### src/rtl/jtdsp16_sio_ctrl_if.sv
// Sample-request, serial-output load and status signals of jtdsp16_sio_ctrl.
// slave is the scheduler; master is the producer/serial-unit side.
interface jtdsp16_sio_ctrl_if;
  logic [15:0] l_data;
  logic        l_valid;
  logic        l_ready;
  logic [15:0] r_data;
  logic        r_valid;
  logic        r_ready;
  logic        obe;
  logic        sio_imm_load;
  logic [2:0]  r_field;
  logic [15:0] long_imm;
  logic        busy;
  logic        err;
  logic        underrun;

  modport master (
    output l_data, l_valid, r_data, r_valid, obe,
    input  l_ready, r_ready, sio_imm_load, r_field, long_imm, busy, err, underrun
  );

  modport slave (
    input  l_data, l_valid, r_data, r_valid, obe,
    output l_ready, r_ready, sio_imm_load, r_field, long_imm, busy, err, underrun
  );
endinterface

### src/rtl/jtdsp16_sio_ctrl.sv
// Feeds SIOC once, then SRTA+SDX loads per L/R sample; SRTA 1 ph1 after selection, SDX 1 ph1 later.
// *_ready drops while a holding register is full. Option macro: JTDSP16_SIO_ZERO_FILL_EN (strict L/R alternation with zero fill).
module jtdsp16_sio_ctrl #(
  parameter logic [15:0] SIOC_CFG = 16'h02E8,
  parameter logic [7:0]  ADDR_L   = 8'h00,
  parameter logic [7:0]  ADDR_R   = 8'h80,
  parameter int          TIMEOUT  = 255
) (
  input  logic                clk,
  input  logic                rst_n,
  input  logic                ph1,
  jtdsp16_sio_ctrl_if.slave   sio
);

  localparam logic [7:0] TMO_LAST = 8'(TIMEOUT - 1);

  typedef enum logic [2:0] {INIT, IDLE, LD_SRTA, LD_SDX, WAIT_BUSY, WAIT_EMPTY} state_t;

  state_t      state_q;
  logic        l_full_q, r_full_q;
  logic [15:0] l_hold_q, r_hold_q;
  logic        ptr_q;
  logic        sel_q;
  logic [7:0]  tmo_q;
  logic        load_q, busy_q, err_q;
  logic [2:0]  field_q;
  logic [15:0] imm_q;
  logic        pick, pick_vld;
  logic        l_cap, r_cap;
  logic [15:0] sel_dat;

  assign sio.l_ready      = !l_full_q;
  assign sio.r_ready      = !r_full_q;
  assign sio.sio_imm_load = load_q;
  assign sio.r_field      = field_q;
  assign sio.long_imm     = imm_q;
  assign sio.busy         = busy_q;
  assign sio.err          = err_q;

  assign l_cap   = sio.l_valid && !l_full_q && ph1;
  assign r_cap   = sio.r_valid && !r_full_q && ph1;
  assign sel_dat = sel_q ? r_hold_q : l_hold_q;

`ifdef JTDSP16_SIO_ZERO_FILL_EN
  logic [3:0] idle_q;
  logic       zf_q, und_q;
  logic       ptr_full;

  assign ptr_full     = ptr_q ? r_full_q : l_full_q;
  assign sio.underrun = und_q;

  // The expected channel is always served; an empty one is replaced by zero after 16 idle ph1.
  always_comb begin
    pick     = ptr_q;
    pick_vld = ptr_full || (idle_q == 4'd15);
  end
`else
  assign sio.underrun = 1'b0;

  // Work-conserving: the pointer only arbitrates when both channels are waiting.
  always_comb begin
    pick     = (l_full_q && r_full_q) ? ptr_q : !l_full_q;
    pick_vld = l_full_q || r_full_q;
  end
`endif

  always_ff @(posedge clk or negedge rst_n) begin
    if (!rst_n) begin
      state_q  <= INIT;
      l_full_q <= 1'b0;
      r_full_q <= 1'b0;
      l_hold_q <= 16'h0000;
      r_hold_q <= 16'h0000;
      ptr_q    <= 1'b0;
      sel_q    <= 1'b0;
      tmo_q    <= 8'd0;
      load_q   <= 1'b0;
      field_q  <= 3'd0;
      imm_q    <= 16'h0000;
      busy_q   <= 1'b1;
      err_q    <= 1'b0;
`ifdef JTDSP16_SIO_ZERO_FILL_EN
      idle_q   <= 4'd0;
      zf_q     <= 1'b0;
      und_q    <= 1'b0;
`endif
    end else begin
      if (l_cap) begin
        l_full_q <= 1'b1;
        l_hold_q <= sio.l_data;
      end
      if (r_cap) begin
        r_full_q <= 1'b1;
        r_hold_q <= sio.r_data;
      end
      if (ph1) begin
        load_q <= 1'b0;
`ifdef JTDSP16_SIO_ZERO_FILL_EN
        und_q  <= 1'b0;
`endif
        case (state_q)
          INIT: begin
            load_q  <= 1'b1;
            field_q <= 3'd0;
            imm_q   <= SIOC_CFG;
            busy_q  <= 1'b0;
            state_q <= IDLE;
          end
          IDLE: begin
            if (pick_vld) begin
              sel_q   <= pick;
              busy_q  <= 1'b1;
              state_q <= LD_SRTA;
`ifdef JTDSP16_SIO_ZERO_FILL_EN
              ptr_q   <= !ptr_q;
              zf_q    <= !ptr_full;
              idle_q  <= 4'd0;
            end else begin
              idle_q  <= idle_q + 4'd1;
`else
              if (l_full_q && r_full_q) ptr_q <= !ptr_q;
`endif
            end
          end
          LD_SRTA: begin
            load_q  <= 1'b1;
            field_q <= 3'd1;
            imm_q   <= {8'h00, (sel_q ? ADDR_R : ADDR_L)};
            state_q <= LD_SDX;
          end
          LD_SDX: begin
            load_q  <= 1'b1;
            field_q <= 3'd2;
            tmo_q   <= 8'd0;
            state_q <= WAIT_BUSY;
`ifdef JTDSP16_SIO_ZERO_FILL_EN
            imm_q   <= zf_q ? 16'h0000 : sel_dat;
            und_q   <= zf_q;
            if (!zf_q) begin
              if (sel_q) r_full_q <= 1'b0;
              else       l_full_q <= 1'b0;
            end
`else
            imm_q   <= sel_dat;
            if (sel_q) r_full_q <= 1'b0;
            else       l_full_q <= 1'b0;
`endif
          end
          WAIT_BUSY: begin
            tmo_q <= tmo_q + 8'd1;
            if (!sio.obe) begin
              state_q <= WAIT_EMPTY;
            end else if (tmo_q == TMO_LAST) begin
              err_q   <= 1'b1;
              busy_q  <= 1'b0;
              state_q <= IDLE;
            end
          end
          WAIT_EMPTY: begin
            tmo_q <= tmo_q + 8'd1;
            if (sio.obe || (tmo_q == TMO_LAST)) begin
              // A word still shifting at the deadline is written off as lost.
              if (!sio.obe) err_q <= 1'b1;
              busy_q  <= 1'b0;
              state_q <= IDLE;
            end
          end
          default: begin
            busy_q  <= 1'b0;
            state_q <= IDLE;
          end
        endcase
      end
    end
  end

endmodule
### src/flat_wrapper.sv
// flat-port wrapper written by rule: the top's interface ports become plain ports
module jtdsp16_sio_ctrl_flat 
#(
  parameter logic [15:0] SIOC_CFG = 16'h02E8,
  parameter logic [7:0]  ADDR_L   = 8'h00,
  parameter logic [7:0]  ADDR_R   = 8'h80,
  parameter int          TIMEOUT  = 255
)
  (clk, rst_n, ph1, sio_l_data, sio_l_valid, sio_r_data, sio_r_valid, sio_obe, sio_l_ready, sio_r_ready, sio_sio_imm_load, sio_r_field, sio_long_imm, sio_busy, sio_err, sio_underrun);
  jtdsp16_sio_ctrl_if sio_i ();
  input  logic clk;
  input  logic rst_n;
  input  logic ph1;
  input wire logic [$bits(sio_i.l_data)-1:0] sio_l_data;
  input wire logic [$bits(sio_i.l_valid)-1:0] sio_l_valid;
  input wire logic [$bits(sio_i.r_data)-1:0] sio_r_data;
  input wire logic [$bits(sio_i.r_valid)-1:0] sio_r_valid;
  input wire logic [$bits(sio_i.obe)-1:0] sio_obe;
  output wire logic [$bits(sio_i.l_ready)-1:0] sio_l_ready;
  output wire logic [$bits(sio_i.r_ready)-1:0] sio_r_ready;
  output wire logic [$bits(sio_i.sio_imm_load)-1:0] sio_sio_imm_load;
  output wire logic [$bits(sio_i.r_field)-1:0] sio_r_field;
  output wire logic [$bits(sio_i.long_imm)-1:0] sio_long_imm;
  output wire logic [$bits(sio_i.busy)-1:0] sio_busy;
  output wire logic [$bits(sio_i.err)-1:0] sio_err;
  output wire logic [$bits(sio_i.underrun)-1:0] sio_underrun;
  assign sio_i.l_data = sio_l_data;
  assign sio_i.l_valid = sio_l_valid;
  assign sio_i.r_data = sio_r_data;
  assign sio_i.r_valid = sio_r_valid;
  assign sio_i.obe = sio_obe;
  assign sio_l_ready = sio_i.l_ready;
  assign sio_r_ready = sio_i.r_ready;
  assign sio_sio_imm_load = sio_i.sio_imm_load;
  assign sio_r_field = sio_i.r_field;
  assign sio_long_imm = sio_i.long_imm;
  assign sio_busy = sio_i.busy;
  assign sio_err = sio_i.err;
  assign sio_underrun = sio_i.underrun;
  jtdsp16_sio_ctrl #(.SIOC_CFG(SIOC_CFG), .ADDR_L(ADDR_L), .ADDR_R(ADDR_R), .TIMEOUT(TIMEOUT)) u_core (.clk(clk), .rst_n(rst_n), .ph1(ph1), .sio(sio_i));
endmodule
### config.mk
export PLATFORM = sky130hd
export DESIGN_NAME = jtdsp16_sio_ctrl_flat
export DESIGN_NICKNAME = d
export VERILOG_FILES = /design/src/rtl/jtdsp16_sio_ctrl_if.sv /design/src/rtl/jtdsp16_sio_ctrl.sv /design/src/flat_wrapper.sv
export SDC_FILE = /design/constraint.sdc
export NUM_CORES = 1
export LEC_CHECK = 0
export ABC_AREA = 1
export CORE_ASPECT_RATIO = 1.5
export CORE_MARGIN = 1
export CORE_UTILIZATION = 40
export DETAILED_ROUTE_END_ITERATION = 6
export GPL_TIMING_DRIVEN = 0
export HOLD_SLACK_MARGIN = 0.1
export PLACE_DENSITY = 0.66
export SLEW_MARGIN = 40
export SYNTH_ARGS = -nofsm -noshare
export SYNTH_HDL_FRONTEND = slang
export SYNTH_SLANG_ARGS = --single-unit
### constraint.sdc
create_clock -name clk -period 1.1 [get_ports clk]
set_input_delay 0.11 -clock clk [delete_from_list [all_inputs] [get_ports clk]]
set_output_delay 0.11 -clock clk [all_outputs]
set_load 0.005 [all_outputs]
# ---- Word-level counts from Yosys, hierarchy flattened
# Index checks and enable logic that the tools add are counted.
dict set report op_classes {
  n_addsub 1
  n_eq_ne 12
  mux 30
  n_bitwise 1
  reduce_logical 24
}
# operator n
set op_table {}
lappend op_table {{one-hot mux 16 bit (3 select lines)} 1}
lappend op_table {{2-to-1 mux 1 bit} 18}
lappend op_table {{2-to-1 mux 16 bit} 1}
lappend op_table {{one-hot mux 8 bit (2 select lines)} 1}
lappend op_table {{one-hot mux 3 bit (5 select lines)} 1}
lappend op_table {{2-to-1 mux 3 bit} 4}
lappend op_table {{AND reduction 6 bit} 2}
lappend op_table {{one-hot mux 3 bit (3 select lines)} 1}
lappend op_table {{adder 8 x 1 -> 8 bit (second input constant)} 1}
lappend op_table {{== test 8 bit (second input constant)} 1}
lappend op_table {{2-to-1 mux 8 bit} 1}
lappend op_table {{AND reduction 4 bit} 2}
lappend op_table {{== test 3 x 2 -> 1 bit (second input constant)} 2}
lappend op_table {{== test 3 bit (second input constant)} 2}
lappend op_table {{inequality test 2 x 1 -> 1 bit (second input constant)} 3}
lappend op_table {{logical AND 1 bit} 5}
lappend op_table {{inequality test 2 bit (second input constant)} 2}
lappend op_table {{one-hot mux 1 bit (4 select lines)} 1}
lappend op_table {{AND reduction 2 bit} 2}
lappend op_table {{nonzero test 2 bit} 2}
lappend op_table {{OR reduction 2 bit} 2}
lappend op_table {{== test 3 x 1 -> 1 bit (second input constant)} 1}
lappend op_table {{zero test 1 bit} 3}
lappend op_table {{zero test 3 bit} 1}
lappend op_table {{7 further kinds} 8}
dict set report totals {
  ff_bits 69
  inputBits 38
  out_inout_bits 25
  elab_cells 81
}

# ---- Logic depth before layout (Yosys ltp)
dict set report logic_depth {
  word_depth 7
  ltp_mapped 9
  depth_no_buf 9
}

# ---- Worst setup path after synthesis
# Ideal clock, no wire load.
dict set report synth_timing {
  kind {register -> register}
  start {register u_core.l_full_q}
  end {register u_core.l_hold_q[10]}
  setup_ns 0.125
  t_arrival_ns 1.115
  t_required_ns 0.975
  setup_slack_ns -0.141
  path_stages_with_launch 5
  path_buffers 1
  period_less_slack_ns 1.241
  cell_sequence {dfrtp_1 > inv_1 > nand3_4 > buf_6 > mux2_4}
}
dict set report synth_via {
  elab_chain_len 3
}
# element line_no
set synth_lines {}
lappend synth_lines {{from (decl)} jtdsp16_sio_ctrl.sv:20} ;# logic l_full_q, r_full_q;
lappend synth_lines {{from (signal assigned)} jtdsp16_sio_ctrl.sv:70} ;# l_full_q <= 1'b0;
lappend synth_lines {{from (signal assigned)} jtdsp16_sio_ctrl.sv:89} ;# l_full_q <= 1'b1;
lappend synth_lines {{from (signal assigned)} jtdsp16_sio_ctrl.sv:146} ;# else l_full_q <= 1'b0;
lappend synth_lines {{zero test 1 bit} -}
lappend synth_lines {{net sio_l_ready} flat_wrapper.sv:19} ;# output wire logic [$bits(sio_i.l_ready)-1:0] sio_l_ready;
lappend synth_lines {{logical AND 1 bit (2 in series)} jtdsp16_sio_ctrl.sv:40} ;# assign l_cap = sio.l_valid && !l_full_q && ph1;
lappend synth_lines {{to (signal assigned)} jtdsp16_sio_ctrl.sv:90} ;# l_hold_q <= sio.l_data;
lappend synth_lines {{to (decl)} jtdsp16_sio_ctrl.sv:21} ;# logic [15:0] l_hold_q, r_hold_q;
# The timed path passes the listed nets, and every way through them passes these cells.
# A chain may end at the register's enable or synchronous reset.

# ---- Worst setup path in the final report
dict set report layout_timing {
  start {register u_core.r_full_q}
  end {register u_core.r_hold_q[13]}
}
dict set report layout_via {
  elab_chain_len 3
}
# element line_no
set layout_lines {}
lappend layout_lines {{from (decl)} jtdsp16_sio_ctrl.sv:20}
lappend layout_lines {{from (signal assigned)} jtdsp16_sio_ctrl.sv:71} ;# r_full_q <= 1'b0;
lappend layout_lines {{from (signal assigned)} jtdsp16_sio_ctrl.sv:93} ;# r_full_q <= 1'b1;
lappend layout_lines {{from (signal assigned)} jtdsp16_sio_ctrl.sv:145} ;# if (sel_q) r_full_q <= 1'b0;
lappend layout_lines {{zero test 1 bit} jtdsp16_sio_ctrl.sv:41} ;# assign r_cap = sio.r_valid && !r_full_q && ph1;
lappend layout_lines {{logical AND 1 bit (2 in series)} jtdsp16_sio_ctrl.sv:41}
lappend layout_lines {{to (signal assigned)} jtdsp16_sio_ctrl.sv:94} ;# r_hold_q <= sio.r_data;
lappend layout_lines {{to (decl)} jtdsp16_sio_ctrl.sv:21}
# Every way passes these cells.

==> qor.log <==
INFO  worst_setup_path worst_ep_arrival_time=1580ps
INFO  clock_network  path_clk_slew=60ps
INFO  routing        vias_per_cell=5.114
INFO  flow_run       drv.max_cap_violation_count=0
INFO  grt            maximum_number_of_pins_on_one_net_before_global_route_repair=50
INFO  synthesis      synth_largest_area_cell=dfrtp_1
INFO  routing        dr.first_iter.drc_count=227
INFO  pwr            power.density_cell_area=2587nW/um^2
INFO  clock_network  numCtsBuffers=9
INFO  routing        drt_drc_violations_left=0
INFO  sta            clock_skew=7.950ps
INFO  place          input_output_buffers=59
INFO  pwr            switching_power_of_the_nets=0.005033W
INFO  clock_network  clock_buffer_depth=2
INFO  grt            global_route_wire_length_before_repair=14660um
INFO  worst_setup_path crit_type=flip-flop to flip-flop
INFO  pwr            irDropWorstVdd=1.394mV
INFO  synthesis      syn_avg_cell_area=10.12um^2
INFO  sta            period_needed=1361ps
INFO  die            die_footprint=8544um^2
INFO  pwr            sequential_share_of_power=32.0%
INFO  pwr            cellInternalPower=0.009137W
INFO  sta            final.period_utilization=123.7%
INFO  synthesis      synth_sequential_area_ratio=52.11%
INFO  sta            final-setup-viol-count=70
INFO  finish         layout.nets=501
INFO  synthesis      ys.flop_type=dfrtp_1
INFO  sta            final_hold_violations=0
INFO  finish         layout-drive-gt1-share=51.18%
INFO  pwr            p_sw_share=35.52%
INFO  die            rows=40
INFO  finish         nFillCells=537
INFO  clock_network  clkSinkCount=68
INFO  sta            max_clock_freq=0.7347GHz
INFO  pwr            comb_power_share=46.5%
INFO  grt            global_route.usage.total=23.43%
INFO  place          detailedPlacementHpwl=5363um
INFO  worst_setup_path crit_path_cell_trace=inv_2 -> buf_6 -> nand3_4 -> buf_16 -> mux2_4
INFO  synthesis      yosysWarnings=0
INFO  routing        via_count=2915
INFO  finish         antennaDiodeCount=0
INFO  die            start_util=41.07%
INFO  worst_setup_path critPathMaxFanout=5
INFO  synthesis      synth_largest_type_area_fraction=51.30%
INFO  worst_setup_path max_stage_delay=410ps
INFO  synthesis      syn_area=3268um^2
INFO  worst_setup_path reg2regPathDepth=5
INFO  synthesis      synth-edff-count=0
INFO  clock_network  worst_skew_pair.late_latency=340ps
INFO  worst_setup_path endpoint_kind=flip-flop
INFO  sta            rsz0062_at_grt=true
INFO  pwr            power_frac_clock=21.5%
INFO  sta            tns=-12130ps
INFO  routing        antenna_violating_nets_post_route=0
INFO  grt            antenna_found_initial=0
INFO  die            die_height=112.7um
INFO  routing        number_of_iterations_in_the_first_detailed_routing_pass=4
INFO  grt            globalRoute.totalOverflow=0
INFO  sta            finalWorstSetupSlack=-261.1ps
INFO  die            core=7958um^2
INFO  clock_network  cts-htree-levels=3
INFO  synthesis      flops_latches_synth=68
INFO  synthesis      async_reset_ff_share=100.0%
INFO  worst_hold_path timing.hold.worst.class=input port to asynchronous set/reset pin
INFO  pwr            report.power.total=0.01417W
INFO  die            die_w=75.81um
INFO  clock_network  cts_tree=yes
INFO  sta            hold_slack=184.5ps
INFO  synthesis      post_synth_inst_count=323
INFO  synthesis      synth.lib_cells_used.distinct=31
INFO  grt            grt_pass1_vias=2985
INFO  pwr            leakage=2.571nW
INFO  worst_setup_path crit_path_top_delay_cell=dfrtp_1
INFO  worst_setup_path worst_ep_required_time=1320ps
INFO  synthesis      ys_top_cells_by_area=dfrtp_1, nand3_1, nand2_1, mux2_4, mux2_2
INFO  run_status     violations=negative setup slack
INFO  worst_setup_path critical_path.startpoint_type=flip-flop
INFO  routing        wl_per_cell=17.70um
INFO  die            io_pins=63
INFO  sta            final_max_slew_viol_count=0
INFO  finish         layout.core_utilization=68.82%
INFO  routing        detail_route.wirelength=10090um
INFO  place          final_weighted_congestion_in_routability_driven_placement=0.8309
INFO  run_status     result_of_the_run=complete, but fails checks
INFO  finish         area_growth=67.57%
INFO  clock_network  clock-root-buffer=clkbuf_16
cell usage after synthesis, drive strengths merged, types with 3 or more instances:
master	number
inv	27
buf	11
nand4	3
nand2	62
nor2	33
o21ai	20
a21oi	7
nand3	48
dfrtp	67
mux2	30
cells in the final DEF, fill, tap and decap left out, types with 10 or more instances in the layout:
| cell | n |
|---|---|
| buf_4 | 44 |
| buf_6 | 27 |
| clkdlybuf4s15_1 | 13 |
| clkdlybuf4s50_1 | 35 |
| dfrtp_1 | 64 |
| inv_1 | 17 |
| mux2_2 | 16 |
| mux2_4 | 14 |
| nand2_1 | 37 |
| nand2_2 | 11 |
| nand2_4 | 12 |
| nand3_1 | 10 |
| nand3_2 | 31 |
| nor2_1 | 16 |
| nor2_4 | 14 |
flip-flops by register name (all words and copies together), names as in the netlist:
signal and count:
u_core.sio.busy 1, u_core.r_full_q 1, u_core.state_q 3, u_core.sio.sio_imm_load 1, u_core.r_hold_q 16, u_core.sio.r_field 2
u_core.sel_q 1, u_core.tmo_q 8, u_core.l_full_q 1, u_core.sio.err 1, u_core.l_hold_q 16, u_core.sio.long_imm 16
u_core.ptr_q 1
metal layers:
| layer | track usage (%) | part of all wire, % | vias up |
|---|---|---|---|
| met1 | 25.64 | 35 | 1438 |
| met2 | 40.06 | 56 | 109 |
| met4 | 13.33 | 4.2 | 0 |
| met5 | 0 | 0 | - |
| met3 | 5.432 | 4.9 | 28 |
| li1 | - | - | 1340 |
worst max-delay path: cells and delay by family, from the launching register on:
family,cells,cell delay [ps]
DFF,1,410
and+or+nand+nor,1,130
muxes,1,300
buffers and inverters,3,400
stage by stage:
stage | std cells | instance area, um^2 | worst slack, ps
3_3_place_gp | 488 | 4025 | -2673
6_report | 570 | 5477 | -261.1
2_1_floorplan | 324 | 3303 | -97.24
3_5_place_dp | 489 | 4054 | -349.6
5_1_grt | 570 | 5477 | -319.0
4_1_cts | 553 | 5080 | -199.5
what timing repair did:
action,CTS,global route
setup endpoints to repair,90,86
cloned,5,0
setup buffers,43,19
pin swaps,32,21
gates resized for setup,129,81
hold buffers,1,0
hold endpoints to repair,68,0
cells by family after synthesis:
logic type                 synth area share, %
and+or+nand+nor                          22.74
muxes                                    11.94
adders and majority gates               0.7656
DFF                                      52.11
other                                   0.1147
AOI/OAI and AO/OA                        5.475
buffers and inverters                    6.317
xor gates and xnor gates                0.5361
layout make-up:
cell class	count	area (um^2)	share of cell area [%]
clock inverter	5	77.57	1.416
multi-input combinational	216	1823	33.29
buffer	13	143.9	2.627
clock buffer	10	229.0	4.181
timing repair buffer	126	1244	22.71
inverter	27	121.4	2.216
tap	105	131.4	2.399
sequential	68	1707	31.16
power groups by stage:
stage / Sequential [W] / Combinational (W) / Clock (W)
floorplan: 0.00421 / 0.00246 / 0
global placement: 0.00435 / 0.00387 / 0
detailed placement: 0.00438 / 0.00397 / 0
CTS: 0.00440 / 0.00536 / 0.00304
global route: 0.00462 / 0.00706 / 0.00319
finish: 0.00454 / 0.00659 / 0.00304
final timing paths:
| path | from | endpoint | slack, ps |
|---|---|---|---|
| worst max-delay path | u_core.r_full_q | u_core.r_hold_q[13] | -260 |
| worst min-delay path | rst_n | u_core.sio.long_imm[3] | 180 |
| worst max register to register | u_core.r_full_q | u_core.r_hold_q[13] | -260 |
| worst min register to register | u_core.sio.err | u_core.sio.err | 480 |
| max in group asynchronous | rst_n | u_core.sio.long_imm[11] | 430 |
| min in group clk | ph1 | u_core.tmo_q[1] | 210 |
(Power assumes the default switching activity.)
